### src/rtl/accumulator_frame_ctrl_if.sv
// Bundle of the three data-path ports around the frame controller:
//   sample stream in (s_*), accumulator control/result (acc_*), frame
//   result out (m_*). The controller takes the slave view; the sample
//   source, accumulator and result sink together take the master view.
interface accumulator_frame_ctrl_if #(
  parameter int DATA_W = 20,
  parameter int ACC_W  = 38
) ();

  // Sample stream (signed samples)
  logic              s_valid;
  logic [DATA_W-1:0] s_data;
  logic              s_ready;

  // Accumulator instance owned by the controller
  logic              acc_clr;
  logic              acc_sub;
  logic [DATA_W-1:0] acc_a;
  logic [ACC_W-1:0]  acc_p;

  // Frame result (signed)
  logic              m_valid;
  logic [ACC_W-1:0]  m_data;
  logic              m_ready;

  modport master (
    output s_valid, s_data, acc_p, m_ready,
    input  s_ready, acc_clr, acc_sub, acc_a, m_valid, m_data
  );

  modport slave (
    input  s_valid, s_data, acc_p, m_ready,
    output s_ready, acc_clr, acc_sub, acc_a, m_valid, m_data
  );

endinterface

### src/rtl/accumulator_frame_ctrl.sv
// Frame sequencer for a single multiply-free accumulator instance.
// A frame is: clear the accumulator, stream cfg_len samples into its A
// operand (add or subtract mode fixed for the frame), wait out the
// accumulator latency, then hold the P result on a valid/ready port
// until it is taken. No saturation: P wraps at ACC_W bits.
module accumulator_frame_ctrl #(
  parameter int DATA_W  = 20,
  parameter int ACC_W   = 38,
  parameter int LEN_W   = 8,
  parameter int ACC_LAT = 1
) (
  input  logic                 clk,
  input  logic                 reset,    // asynchronous, active-low
  input  logic                 start,
  input  logic [LEN_W-1:0]     cfg_len,
  input  logic                 cfg_sub,
  output logic                 busy,
  accumulator_frame_ctrl_if.slave bus
);

  // Drain counter only has to reach ACC_LAT-1; keep at least one bit.
  localparam int DRN_W = (ACC_LAT > 1) ? $clog2(ACC_LAT) : 1;
  localparam logic [DRN_W-1:0] DRN_LAST = DRN_W'(ACC_LAT - 1);

  typedef enum logic [2:0] {
    IDLE,
    CLEAR,
    RUN,
    DRAIN,
    OUT
  } state_e;

  state_e             state_q, state_d;
  logic [LEN_W-1:0]   len_q,   len_d;
  logic               sub_q,   sub_d;
  logic [LEN_W-1:0]   beat_q,  beat_d;
  logic [DRN_W-1:0]   drain_q, drain_d;
  logic               m_valid_q, m_valid_d;
  logic [ACC_W-1:0]   m_data_q,  m_data_d;

  // State register plus frame configuration, counters and result holding.
  // NOTE: sequential state uses non-blocking (<=) so every register samples
  // the pre-edge value of every other register, regardless of statement order.
  always_ff @(posedge clk or negedge reset) begin
    if (!reset) begin
      state_q   <= IDLE;
      len_q     <= '0;
      sub_q     <= 1'b0;
      beat_q    <= '0;
      drain_q   <= '0;
      m_valid_q <= 1'b0;
      m_data_q  <= '0;
    end else begin
      state_q   <= state_d;
      len_q     <= len_d;
      sub_q     <= sub_d;
      beat_q    <= beat_d;
      drain_q   <= drain_d;
      m_valid_q <= m_valid_d;
      m_data_q  <= m_data_d;
    end
  end

  // Next-state logic and the accumulator/stream control outputs.
  // A is forced to zero whenever no sample transfers, so P simply holds.
  always_comb begin
    // NOTE: every signal driven here gets a default first; a path that
    // leaves one unassigned would otherwise infer a latch.
    state_d     = state_q;
    len_d       = len_q;
    sub_d       = sub_q;
    beat_d      = beat_q;
    drain_d     = drain_q;
    m_valid_d   = m_valid_q;
    m_data_d    = m_data_q;
    busy        = (state_q != IDLE);
    bus.s_ready = 1'b0;
    bus.acc_clr = 1'b0;
    bus.acc_sub = 1'b0;
    bus.acc_a   = '0;

    unique case (state_q)
      IDLE: begin
        // A zero-length frame is meaningless; ignore that start entirely.
        if (start && (cfg_len != '0)) begin
          len_d   = cfg_len;
          sub_d   = cfg_sub;
          beat_d  = '0;
          state_d = CLEAR;
        end
      end

      CLEAR: begin
        bus.acc_clr = 1'b1;
        bus.acc_sub = sub_q;
        state_d     = RUN;
      end

      RUN: begin
        bus.s_ready = 1'b1;
        bus.acc_sub = sub_q;
        if (bus.s_valid) begin
          bus.acc_a = bus.s_data;
          if (beat_q == len_q - LEN_W'(1)) begin
            beat_d  = '0;
            drain_d = '0;
            state_d = DRAIN;
          end else begin
            beat_d = beat_q + LEN_W'(1);
          end
        end
      end

      DRAIN: begin
        // The last sample reaches P ACC_LAT edges after it was presented;
        // capture P at the end of the final drain cycle.
        bus.acc_sub = sub_q;
        if (drain_q == DRN_LAST) begin
          drain_d   = '0;
          m_data_d  = bus.acc_p;
          m_valid_d = 1'b1;
          state_d   = OUT;
        end else begin
          drain_d = drain_q + DRN_W'(1);
        end
      end

      OUT: begin
        bus.acc_sub = sub_q;
        if (bus.m_ready) begin
          m_valid_d = 1'b0;
          state_d   = IDLE;
        end
      end

      default: begin
        state_d = IDLE;
      end
    endcase
  end

  assign bus.m_valid = m_valid_q;
  assign bus.m_data  = m_data_q;

endmodule
### src/flat_wrapper.sv
// flat-port wrapper written by rule: the top's interface ports become plain ports
module accumulator_frame_ctrl_flat 
#(
  parameter int DATA_W  = 20,
  parameter int ACC_W   = 38,
  parameter int LEN_W   = 8,
  parameter int ACC_LAT = 1
)
  (clk, reset, start, cfg_len, cfg_sub, busy, bus_s_valid, bus_s_data, bus_acc_p, bus_m_ready, bus_s_ready, bus_acc_clr, bus_acc_sub, bus_acc_a, bus_m_valid, bus_m_data);
  accumulator_frame_ctrl_if #(.DATA_W(DATA_W), .ACC_W(ACC_W)) bus_i ();
  input  logic clk;
  input  logic reset;
  input  logic start;
  input  logic [LEN_W-1:0] cfg_len;
  input  logic cfg_sub;
  output logic busy;
  input wire logic [$bits(bus_i.s_valid)-1:0] bus_s_valid;
  input wire logic [$bits(bus_i.s_data)-1:0] bus_s_data;
  input wire logic [$bits(bus_i.acc_p)-1:0] bus_acc_p;
  input wire logic [$bits(bus_i.m_ready)-1:0] bus_m_ready;
  output wire logic [$bits(bus_i.s_ready)-1:0] bus_s_ready;
  output wire logic [$bits(bus_i.acc_clr)-1:0] bus_acc_clr;
  output wire logic [$bits(bus_i.acc_sub)-1:0] bus_acc_sub;
  output wire logic [$bits(bus_i.acc_a)-1:0] bus_acc_a;
  output wire logic [$bits(bus_i.m_valid)-1:0] bus_m_valid;
  output wire logic [$bits(bus_i.m_data)-1:0] bus_m_data;
  assign bus_i.s_valid = bus_s_valid;
  assign bus_i.s_data = bus_s_data;
  assign bus_i.acc_p = bus_acc_p;
  assign bus_i.m_ready = bus_m_ready;
  assign bus_s_ready = bus_i.s_ready;
  assign bus_acc_clr = bus_i.acc_clr;
  assign bus_acc_sub = bus_i.acc_sub;
  assign bus_acc_a = bus_i.acc_a;
  assign bus_m_valid = bus_i.m_valid;
  assign bus_m_data = bus_i.m_data;
  accumulator_frame_ctrl #(.DATA_W(DATA_W), .ACC_W(ACC_W), .LEN_W(LEN_W), .ACC_LAT(ACC_LAT)) u_core (.clk(clk), .reset(reset), .start(start), .cfg_len(cfg_len), .cfg_sub(cfg_sub), .busy(busy), .bus(bus_i));
endmodule
### config.mk
export PLATFORM = sky130hd
export DESIGN_NAME = accumulator_frame_ctrl_flat
export DESIGN_NICKNAME = d
export VERILOG_FILES = /design/src/rtl/accumulator_frame_ctrl_if.sv /design/src/rtl/accumulator_frame_ctrl.sv /design/src/flat_wrapper.sv
export SDC_FILE = /design/constraint.sdc
export NUM_CORES = 1
export LEC_CHECK = 0
export BUFFER_PORTS_ARGS = -buffer_cell sky130_fd_sc_hd__buf_2
export CAP_MARGIN = 10
export CORE_ASPECT_RATIO = 1.1
export CORE_MARGIN = 1
export CORE_UTILIZATION = 50
export CTS_CLUSTER_SIZE = 30
export DETAILED_ROUTE_END_ITERATION = 10
export GPL_ROUTABILITY_DRIVEN = 0
export GPL_TIMING_DRIVEN = 1
export PLACE_DENSITY = 0.86
export SYNTH_ARGS = -nofsm -noshare
export SYNTH_HDL_FRONTEND = slang
export SYNTH_SLANG_ARGS = --single-unit
### constraint.sdc
create_clock -name clk -period 4.67 [get_ports clk]
set_input_delay 0.2335 -clock clk [delete_from_list [all_inputs] [get_ports clk]]
set_output_delay 0.2335 -clock clk [all_outputs]
set_load 0.03 [all_outputs]
Yosys cells after proc, flatten, opt, wreduce, memory -nomap -nowiden
Index checks and enable logic that the tools add are counted.

Memories: 0. Word-level logic and storage cells: 57. Latch bits: 0. ROM bits: 0. Flip-flop bits (word level): 60. Memory bits (writable): 0. Bits of input ports: 72. Output and inout port bits: 63.

Eq/ne operators: 10. Mux-type cells: 22. Multiply operators: 0. Reduce and logical (&&, ||, !) cells: 14. Shift operators: 0. Bitwise operators: 1. Order comparisons: 0. Add/subtract/negate cells: 3. Divide/modulo/power cells: 0.

Operators by type and width (count): $mux W20 (2); $mux W8 (3); $pmux W8 S2 (1); $mux W3 (5); $pmux W3 S5 (1); $reduce_and A3 Y1 (3); $add A8 B1 Y8 const B (1); $eq A8 B8 Y1 (1); $mux W1 (8); $reduce_bool A8 Y1 (1); $sub A8 B1 Y8 const B (1); $eq A3 B2 Y1 const B (2); $ne A2 B2 Y1 const B (3); $reduce_bool A2 Y1 (3); $reduce_and A5 Y1 (1); $ne A2 B1 Y1 const B (2); $pmux W1 S2 (2); $reduce_and A2 Y1 (2); $reduce_or A4 Y1 (1); $eq A3 B1 Y1 const B (1); $eq A3 B3 Y1 const B (1); $logic_not A3 Y1 (1); $reduce_bool A3 Y1 (1); $add A1 B1 Y1 const B (1); other kinds (2) (2).

Logic depth before layout (Yosys ltp)
Gate-level depths: netlist (run 1).

Depth in word-level cells: 5. Mapped depth: 7. Mapped depth without buffers: 7.

Worst setup path after synthesis (run 1)
OpenSTA, ideal clock, no wires.

Path type: register to register. From: register u_core.state_q[1]. To: register u_core.len_q[3]. Arrival: 1.728 ns. Cell stages (with the launch flop): 6. Setup time: 0.125 ns. Buffers on the path: 1. Required time: 4.545 ns. Path slack: 2.817 ns. Period minus slack after synthesis: 1.853 ns. Path through: dfrtp_1 > clkbuf_1 > nor3_2 > inv_1 > nor2_2 > mux2_2.

Word-level cells in the longest chain between the ends: 2.

Ends and longest elaborated chain: start: declaration (line accumulator_frame_ctrl.sv:33) `state_e state_q, state_d;`; start signal: assignment (line accumulator_frame_ctrl.sv:54) `state_q <= state_d;`; $logic_not A3 Y1 (line accumulator_frame_ctrl.sv:82) `unique case (state_q)`; $reduce_and A2 Y1 (no source line); end signal: assignment (line accumulator_frame_ctrl.sv:55) `len_q <= len_d;`; end: declaration (line accumulator_frame_ctrl.sv:34) `logic [LEN_W-1:0] len_q, len_d;`.

Every way passes these cells. A chain may end at the register's enable or synchronous reset.

Final worst setup path (run 1)
From: register u_core.state_q[0]. To: output port bus_acc_a[18].

Word-level cells in the longest chain between the ends: 2.

Ends and longest elaborated chain: $eq A3 B2 Y1 (line accumulator_frame_ctrl.sv:82); $mux W20 (line accumulator_frame_ctrl.sv:82); end: declaration (line flat_wrapper.sv:24) `output wire logic [$bits(bus_i.acc_a)-1:0] bus_acc_a;`.

Every way passes these cells.

==> results of run 1 <==
-- flip-flops by register name, indices dropped and copies added (netlist names) --
register / flops
u_core.beat_q: 8
u_core.bus.m_data: 38
u_core.bus.m_valid: 1
u_core.len_q: 8
u_core.state_q: 3
u_core.sub_q: 1
-- worst paths after layout --
check,start,end,slack (ps),cells past startpoint
min in group clk,bus_acc_p[13],u_core.bus.m_data[13],130,2
max in group asynchronous,reset,u_core.bus.m_data[2],4130,2
setup reg to reg,u_core.state_q[1],u_core.len_q[3],2570,4
hold reg to reg,u_core.bus.m_data[17],u_core.bus.m_data[17],500,1
setup / recovery,u_core.state_q[0],bus_acc_a[18],2530,5
hold / removal,reset,u_core.len_q[2],30,2
-- critical path: stages (launching register included) --
cell	delay [ps]
dfrtp_1	440
nor2_1	190
nand2_1	120
inv_1	390
and3_1	230
buf_2	200
-- final cells by class --
| cell class | instances | area [µm²] |
|---|---|---|
| Multi-Input combinational cell | 158 | 1260 |
| Sequential cell | 59 | 1480 |
| Timing Repair Buffer | 136 | 686 |
| Tap cell | 75 | 93.8 |
| Inverter | 8 | 30.0 |
| Clock inverter | 4 | 50.0 |
| Fill cell | 425 | 1650 |
| Clock buffer | 11 | 151 |
-- layout by cell type, fill, tap and decap left out, types with 5 or more instances in the layout --
cell type	n
nor3_1	5
inv_1	8
buf_2	134
xnor2_1	6
and3_1	22
nand2_1	12
clkbuf_8	11
dfrtp_1	59
mux2_2	44
o21ai_0	8
xor2_1	6
-- logic make-up after synthesis --
logic type | Yosys count
DFF | 59
and+or+nand+nor | 74
AOI/OAI and AO/OA | 26
muxes | 44
buffers and inverters | 20
xor gates and xnor gates | 12
adders and majority gates | 2
-- power by group through the flow --
stage / Sequential, mW / Clock (mW) / Combinational [mW]
after global routing: 0.939 / 0.495 / 1.44
after global placement: 0.897 / 0 / 1.31
after floorplan: 1.23 / 0 / 0.644
after CTS: 0.907 / 0.477 / 1.35
final: 0.908 / 0.469 / 1.35
after detailed placement: 0.912 / 0 / 1.35
-- per-stage QoR --
step | hold WS, ps | instance area, µm² | setup WS, ps | power [mW] | util
finish | 33.4 | 3740 | 2530 | 2.72 | 0.694
global route | 111 | 3740 | 2380 | 2.88 | 0.694
CTS | 68.3 | 3740 | 2560 | 2.74 | 0.694
detailed placement | 428 | 3540 | 2580 | 2.26 | 0.657
global placement | 421 | 3540 | 2660 | 2.21 | 0.657
floorplan | -62.1 | 2810 | 2820 | 1.88 | -
-- layer usage --
| metal | track usage | vias up |
|---|---|---|
| met5 | 0 | - |
| met2 | 0.376 | 111 |
| li1 | - | 1120 |
| met4 | 0.0981 | 0 |
| met1 | 0.268 | 1143 |
| met3 | 0.0903 | 16 |
==> results by group, run 1 <==
Worst setup path
  • Critical path type: register to output pin
  • CP required: 4440 ps
  • Critical Path AT: 1900 ps
  • Endpoint class of the critical path: output pin
  • CP max FO: 22
  • Startpoint types: register

Route
  • First drt pass iteration count: 4
  • DR vias: 2390
  • 1st-iter DRT viols: 113
  • Uppermost layer routed: met4
  • Metal3 WL: 601 µm
  • Met2 WL: 3.29 mm
  • Metal-1 WL: roughly 2.6 mm
  • ANT nets after route: 0
  • Routed len/inst: approximately 15 µm
  • Final wirelength: 6.66 mm
  • # DRC: 0
  • Drt via density: 5.30

Pwr
  • Static leakage: 1.91 nW
  • Net Switching: ~1.2 mW
  • Combinational share of power: 0.495
  • Sw Share: 0.446
  • PwrDens: 728 mW/mm²
  • Flop pwr share: 0.333
  • Pint: 1.51 mW
  • Clk pwr share: 0.172
  • Worst vdd ir: approximately 480 µV

STA
  • Final Slew Violations: 0
  • RSZ-0062 raised after global routing: false
  • Final setup fails: 0
  • Final period util: 0.458
  • Slew HR: 0.498
  • Fmax: approximately 470 MHz
  • Final min period: between 2000 and 2500 ps
  • Final Hold Violating Endpoints: 0
  • Measured slew at the worst slew-check pin: 734 ps
  • Clock skew: roughly 6.8 ps
  • Setup TNS: 0 ps

Synthesis
  • Syn Area/Cell: 11.9 µm²
  • Largest family of logic cells by synthesized area: multiplexers
  • Post-Synth Adder-Cell Area: 0.00890
  • Synth top area cells: dfrtp_1 53%, mux2_2 18%, and3_1 4.9%
  • Yosys top cell area share: 0.525
  • Sequential share of the synthesized area: 0.525
  • Most instantiated cells after synthesis: 59 x dfrtp_1, 44 x mux2_2, 22 x and3_1
  • Top FF cell, synth: dfrtp_1
  • Synth warn: 0
  • Number of enable flip-flop cells after synthesis: 0
  • Fraction of registers with async set/reset: 1.00
  • Cell taking the most area after synthesis: dfrtp_1
  • Count leader, synth: dfrtp_1
  • Gate Count Post-Synth: roughly 240
  • Synth Area in Simple Gates: 0.163
  • Net count after synthesis: 311
  • Synth Register Bits: 59
  • Netlist Area Pre-Place: 0.00281 mm²
  • Post-synth cell types: 42
  • Synth Area in Compound Gates: 0.0614
  • Synth Area in XOR/XNOR: 0.0374
  • Mux cell area share after synthesis: 0.176

Clock network
  • CTS buffer count: 9
  • Clock sink count: 59
  • Worst-skew pair later-pin latency: 330 ps
  • Clock root cell: clkbuf_8
  • Post-CTS Resized: 0
  • CTS Buffer Depth: 2
  • # hold bufs at CTS: 0
  • H-tree depth: 3
  • Setup bufs post-CTS: 0
  • Clock-pin slew on the worst setup and hold paths: 70 ps
  • CTS tree: built

GRT
  • First-pass GRT wire length: 10.2 mm
  • Vias in the first global route: 2320
  • Initial antenna violation count: 0
  • GR Util All Layers: 0.231
  • Pin count of the biggest net entering global routing: 60
  • Global route overflow: 0

Die
  • Core area: roughly 0.0054 mm²
  • Die area: 0.00593 mm²
  • Row count: 28
  • IO Pins: 135
  • Die width: 73.5 µm
  • Die Height: between 80 and 90 µm
  • Initial Util: 0.521

Finish
  • Layout cell share with drive strength beyond 1: 0.540
  • P&R area growth vs syn: 33.2%
  • Final Non-Filler Cells: 451
  • Nets: about 450
  • Ant diodes: 0

Placement
  • # port buffers: 134
  • DP Cell Count: 436
  • Dpl hpwl: 4.83 mm

Outcome
  • Status: finished clean

Run
  • # Max-Cap Violations: 0

Worst hold path
  • Worst hold path type: input port to asynchronous set/reset pin
Power figures use the tool's default switching activity.
==> inputs of run 2 (changes only) <==
--- a/config.mk
+++ b/config.mk
@@ -9,12 +9,12 @@
 export CAP_MARGIN = 10
 export CORE_ASPECT_RATIO = 1.1
 export CORE_MARGIN = 1
-export CORE_UTILIZATION = 50
+export CORE_UTILIZATION = 42
 export CTS_CLUSTER_SIZE = 30
 export DETAILED_ROUTE_END_ITERATION = 10
 export GPL_ROUTABILITY_DRIVEN = 0
 export GPL_TIMING_DRIVEN = 1
-export PLACE_DENSITY = 0.86
+export PLACE_DENSITY = 0.77
 export SYNTH_ARGS = -nofsm -noshare
 export SYNTH_HDL_FRONTEND = slang
 export SYNTH_SLANG_ARGS = --single-unit
==> constraint.sdc (replaced) <==
create_clock -name clk -period 1.84 [get_ports clk]
set_input_delay 0.092 -clock clk [delete_from_list [all_inputs] [get_ports clk]]
set_output_delay 0.092 -clock clk [all_outputs]
set_load 0.03 [all_outputs]
==> results by group, run 2 (synthesized netlist as in run 1, its figures left out) <==
Outcome
  • Status: complete, but fails checks
  • Violated checks: setup timing

Route
  • 1st-iter DRT viols: 99
  • First drt pass iteration count: 4
  • ANT nets after route: 0
  • Final wirelength: 8.27 mm
  • # DRC: 0
  • DR vias: 2694
  • Drt via density: between 5 and 6
  • Routed len/inst: between 15 and 20 µm

Run
  • # Max-Cap Violations: 0

Clock network
  • CTS tree: built
  • Clock sink count: 59
  • Clock root cell: clkbuf_8
  • CTS buffer count: 9
  • CTS Buffer Depth: 2
  • Clock-pin slew on the worst setup and hold paths: 60 ps
  • Worst-skew pair later-pin latency: 320 ps
  • H-tree depth: 3

Die
  • Die area: 0.00703 mm²
  • Row count: 30
  • Core area: about 0.0063 mm²
  • Initial Util: 0.446
  • Die width: 80.0 µm
  • IO Pins: 135
  • Die Height: 87.8 µm

STA
  • Final Slew Violations: 0
  • Final min period: roughly 2000 ps
  • Fmax: 511 MHz
  • RSZ-0062 raised after global routing: true
  • Final period util: 1.06
  • Measured slew at the worst slew-check pin: 579 ps
  • Slew HR: 0.604
  • Final setup fails: 9
  • Hold slack final: between 5 and 6 ps
  • Final Hold Violating Endpoints: 0
  • Worst setup margin: -115 ps
  • Clock skew: 4.69 ps

Finish
  • Multi-input logic area: around 0.0014 mm²
  • Nets: 502
  • Fill cells: 439
  • Ant diodes: 0
  • Layout cell share with drive strength beyond 1: 0.565
  • Sequential Area: 0.00148 mm²
  • Most frequent cells in the layout: 134 x buf_2, 59 x dfrtp_1, 44 x mux2_2
  • P&R area growth vs syn: 57.0%
  • Max FFs per register: 38
  • Commonest non-fill, non-tap cell in the layout: buf_2
  • Layout Utilization: 0.700

GRT
  • First-pass GRT wire length: 13.0 mm
  • Initial antenna violation count: 0
  • Vias in the first global route: between 2k and 3k
  • Pin count of the biggest net entering global routing: 29
  • Global route overflow: 0
  • GR Util All Layers: 0.243

Pwr
  • PwrDens: 1760 mW/mm²
  • Static leakage: 2.20 nW
  • Worst vdd ir: between 1000 and 1500 µV

Worst setup path
  • CP required: 2030 ps
  • CP max FO: 7
  • Startpoint types: register
  • Endpoint class of the critical path: register
  • Critical Path AT: ~2200 ps
  • Critical path type: register to register

Placement
  • Dpl hpwl: roughly 5.3 mm
  • # port buffers: about 130

Worst hold path
  • Worst hold path type: input port to register
## run 2: cell types whose count changed in the layout (fill, tap and decap cells not counted), moves of 3 or more
cell / delta
dlygate4sd3_1: +31
buf_6: +3
buf_4: +19
nor3_1: -3
nor4_1: -3
nor4_4: +3
## run 2: timing repair
item                                   in CTS  in global routing
resized for setup                          20                 10
setup endpoints to repair                  29                 29
endpoints found under the hold margin      45                  1
cloned                                      0                  1
setup buffers                               1                  5
hold buffers                               30                  1
pin swaps                                   6                  8
## run 2: critical path, stage by stage, from the launching register on
cell and delay (ps):
dfrtp_1 390, or3_4 430, nor4_4 320, nor4b_2 90, buf_4 160, nor4b_4 220, buf_6 170, a211oi_1 50
## run 2: path summary, 6_finish.rpt
path	cells after the start	slack, ps	from	end
setup / recovery	7	-120	u_core.len_q[1]	u_core.beat_q[3]
hold / removal	2	6	bus_acc_p[35]	u_core.bus.m_data[35]
setup reg to reg	7	-120	u_core.len_q[1]	u_core.beat_q[3]
hold reg to reg	1	500	u_core.bus.m_data[15]	u_core.bus.m_data[15]
max in group asynchronous	3	1070	reset	u_core.beat_q[3]
min in group asynchronous	2	230	reset	u_core.bus.m_data[18]
## run 2: cell type report
cell class,instances,share of cell area
Clock buffer,13,0.0360
Clock inverter,2,0.00794
Inverter,8,0.00766
Multi-Input combinational cell,158,0.315
Sequential cell,59,0.335
Tap cell,80,0.0227
Timing Repair Buffer,191,0.275
Timing Repair inverter,1,0.00170
## run 2: power breakdown
group          switching [mW]  internal (mW)  total (mW)
Combinational            2.56           1.73        4.30
Sequential              0.405           1.89        2.30
Clock                   0.471          0.691        1.16
## run 2: per-stage QoR
step / area (µm²) / power (mW) / TNS, ps / setup slack, ps / instances
2_1_floorplan: 2820 / 4.77 / 0 / 47.7 / 237
3_3_place_gp: 3720 / 5.90 / -612 / -95.6 / 461
3_5_place_dp: 3720 / 6.05 / -1250 / -157 / 461
4_1_cts: 4310 / 7.49 / -123 / -27.2 / 507
5_1_grt: 4410 / 8.14 / -1620 / -220 / 512
6_report: 4410 / 7.76 / -774 / -115 / 512
## run 2: metal layers
metal  GRT usage  share of wire  up-vias
met5           0              0        -
met4       0.117          0.028        0
met3      0.0531          0.060       22
met2       0.452           0.54      122
met1       0.260           0.37     1312
li1            -              -     1238
==> inputs of run 3 (changes only) <==
--- a/config.mk
+++ b/config.mk
@@ -14,7 +14,7 @@
 export DETAILED_ROUTE_END_ITERATION = 10
 export GPL_ROUTABILITY_DRIVEN = 0
 export GPL_TIMING_DRIVEN = 1
-export PLACE_DENSITY = 0.77
+export PLACE_DENSITY_LB_ADDON = 0.2
 export SYNTH_ARGS = -nofsm -noshare
 export SYNTH_HDL_FRONTEND = slang
 export SYNTH_SLANG_ARGS = --single-unit
==> results by group, run 3 (synthesized netlist as in run 1, its figures left out) <==
Finish
  • Commonest non-fill, non-tap cell in the layout: buf_2
  • Most frequent cells in the layout: 134 x buf_2, 58 x dfrtp_1, 46 x dlygate4sd3_1
  • P&R area growth vs syn: 63.1%
  • Ant diodes: 0
  • Final Non-Filler Cells: 528
  • Layout cell share with drive strength beyond 1: 0.558
  • Multi-input logic area: ~0.0014 mm²
  • Nets: 518
  • Fill cells: 473
  • Sequential Area: 0.00148 mm²
  • Layout Utilization: 0.727
  • Max FFs per register: 38

Route
  • Routed len/inst: between 15 and 20 µm
  • Drt via density: 5.04
  • 1st-iter DRT viols: 160
  • # DRC: 0
  • First drt pass iteration count: 4
  • Final wirelength: a little under 8 mm
  • ANT nets after route: 0
  • DR vias: ~2.7k

Worst setup path
  • CP top delay family: simple AND/OR/NAND/NOR gates
  • Critical path, cell by cell: or3_4 -> nor4_2 -> nor4b_2 -> buf_4 -> nor4b_4 -> buf_6 -> nor3_2
  • CP max FO: 7
  • CP max stage cell: or3_4
  • Delay of the slowest cell on the worst path: 430 ps
  • Startpoint types: register
  • CP Buf/Inv Count: 2
  • CP required: 2050 ps
  • Endpoint class of the critical path: register
  • Critical path type: register to register
  • Critical Path AT: 2080 ps

GRT
  • Initial antenna violation count: 0
  • Global route overflow: 0
  • Pin count of the biggest net entering global routing: 32
  • GR Util All Layers: 0.230
  • Vias in the first global route: 2603
  • First-pass GRT wire length: 12.1 mm

Outcome
  • Violated checks: setup timing
  • Status: complete, but fails checks

STA
  • Final min period: 1870 ps
  • Slew HR: 0.514
  • Final setup fails: 7
  • Fmax: roughly 530 MHz
  • Final Slew Violations: 0
  • Worst setup margin: -31.0 ps
  • RSZ-0062 raised after global routing: true
  • Final period util: 1.02
  • Clock skew: 6.77 ps
  • Measured slew at the worst slew-check pin: about 730 ps
  • Final Hold Violating Endpoints: 0

Die
  • Die area: 0.00703 mm²
  • Die Height: 87.8 µm
  • Initial Util: 0.446
  • Row count: 30
  • Core area: 0.00631 mm²
  • IO Pins: approximately 140
  • Die width: 80.0 µm

Clock network
  • Clock sink count: 59
  • CTS buffer count: 9
  • H-tree depth: 3
  • CTS tree: built
  • Clock-pin slew on the worst setup and hold paths: 70 ps
  • Worst-skew pair later-pin latency: ~330 ps
  • CTS Buffer Depth: 2
  • Clock root cell: clkbuf_8

Placement
  • # port buffers: around 130
  • DP Cell Count: 461
  • Dpl hpwl: a little under 5 mm
  • Post-place setup slack: -142 ps

Pwr
  • Worst vdd ir: between 1000 and 1500 µV
  • Static leakage: around 2.3 nW
  • PwrDens: 1700 mW/mm²

Worst hold path
  • Worst hold path type: input port to register

Run
  • # Max-Cap Violations: 0
-- run 3: cell count changes in the layout (fill, tap and decap cells not counted), sizes merged --
| cell | before | now |
|---|---|---|
| clkinvlp | 2 | 5 |
| dlygate4sd3 | 31 | 46 |
| clkbuf | 13 | 11 |
-- run 3: metal layers --
layer	vias up	wire length (µm)	share of wire	track usage
met5	-	0	0	0
met4	0	148	0.019	0.0974
met3	15	583	0.073	0.0531
met2	119	4150	0.52	0.409
met1	1258	3080	0.39	0.266
li1	1271	-	-	-
-- run 3: worst register-to-register path, stage by stage, from the launching register on --
cell and delay, ps:
dfrtp_1 400, or3_4 430, nor4_2 190, nor4b_2 90, buf_4 150, nor4b_4 270
buf_6 170, nor3_2 50
-- run 3: stage by stage --
step / total power, mW / TNS (ps) / cell area (µm²) / hold WS (ps)
after global routing: 8.22 / -940 / 4580 / 15.3
after floorplan: 4.77 / 0 / 2820 / -204
after detailed placement: 6.00 / -1090 / 3720 / 193
after CTS: 7.50 / -57.0 / 4490 / 0.712
final: 7.80 / -177 / 4580 / 11.3
after global placement: 5.90 / -728 / 3720 / 187
-- run 3: final timing paths --
path                                         endpoint  cells past startpoint                   from  slack (ps)
worst min register to register  u_core.bus.m_data[20]                      1  u_core.bus.m_data[20]         500
worst max register to register       u_core.beat_q[5]                      7        u_core.len_q[1]         -30
min in group asynchronous       u_core.bus.m_data[12]                      2                  reset         360
max in group asynchronous       u_core.bus.m_data[27]                      3                  reset         870
worst min-delay path                  u_core.len_q[7]                      2             cfg_len[7]          10
worst max-delay path                 u_core.beat_q[5]                      7        u_core.len_q[1]         -30
-- run 3: cell type report --
class / count / share of cell area
tap: 80 / 0.0218
multi-input combinational: 158 / 0.306
clock inverter: 4 / 0.0109
timing repair inverter: 2 / 0.00273
inverter: 8 / 0.00737
clock buffer: 11 / 0.0330
timing repair buffer: 206 / 0.295
sequential: 59 / 0.322
-- run 3: report_power, final --
part / leakage [nW] / switching [mW] / internal (mW)
clock network: 0.0974 / 0.510 / 0.689
registers: 0.712 / 0.388 / 1.89
logic: 1.45 / 2.57 / 1.75
-- run 3: repair_timing --
item                                    in CTS  in global routing
hold buffers                                46                  0
endpoints found under the setup margin      29                 35
endpoints found under the hold margin       75                  0
resized for setup                           20                 16
gates cloned                                 0                  2
buffers inserted                             2                  2
pin swaps                                    6                 13
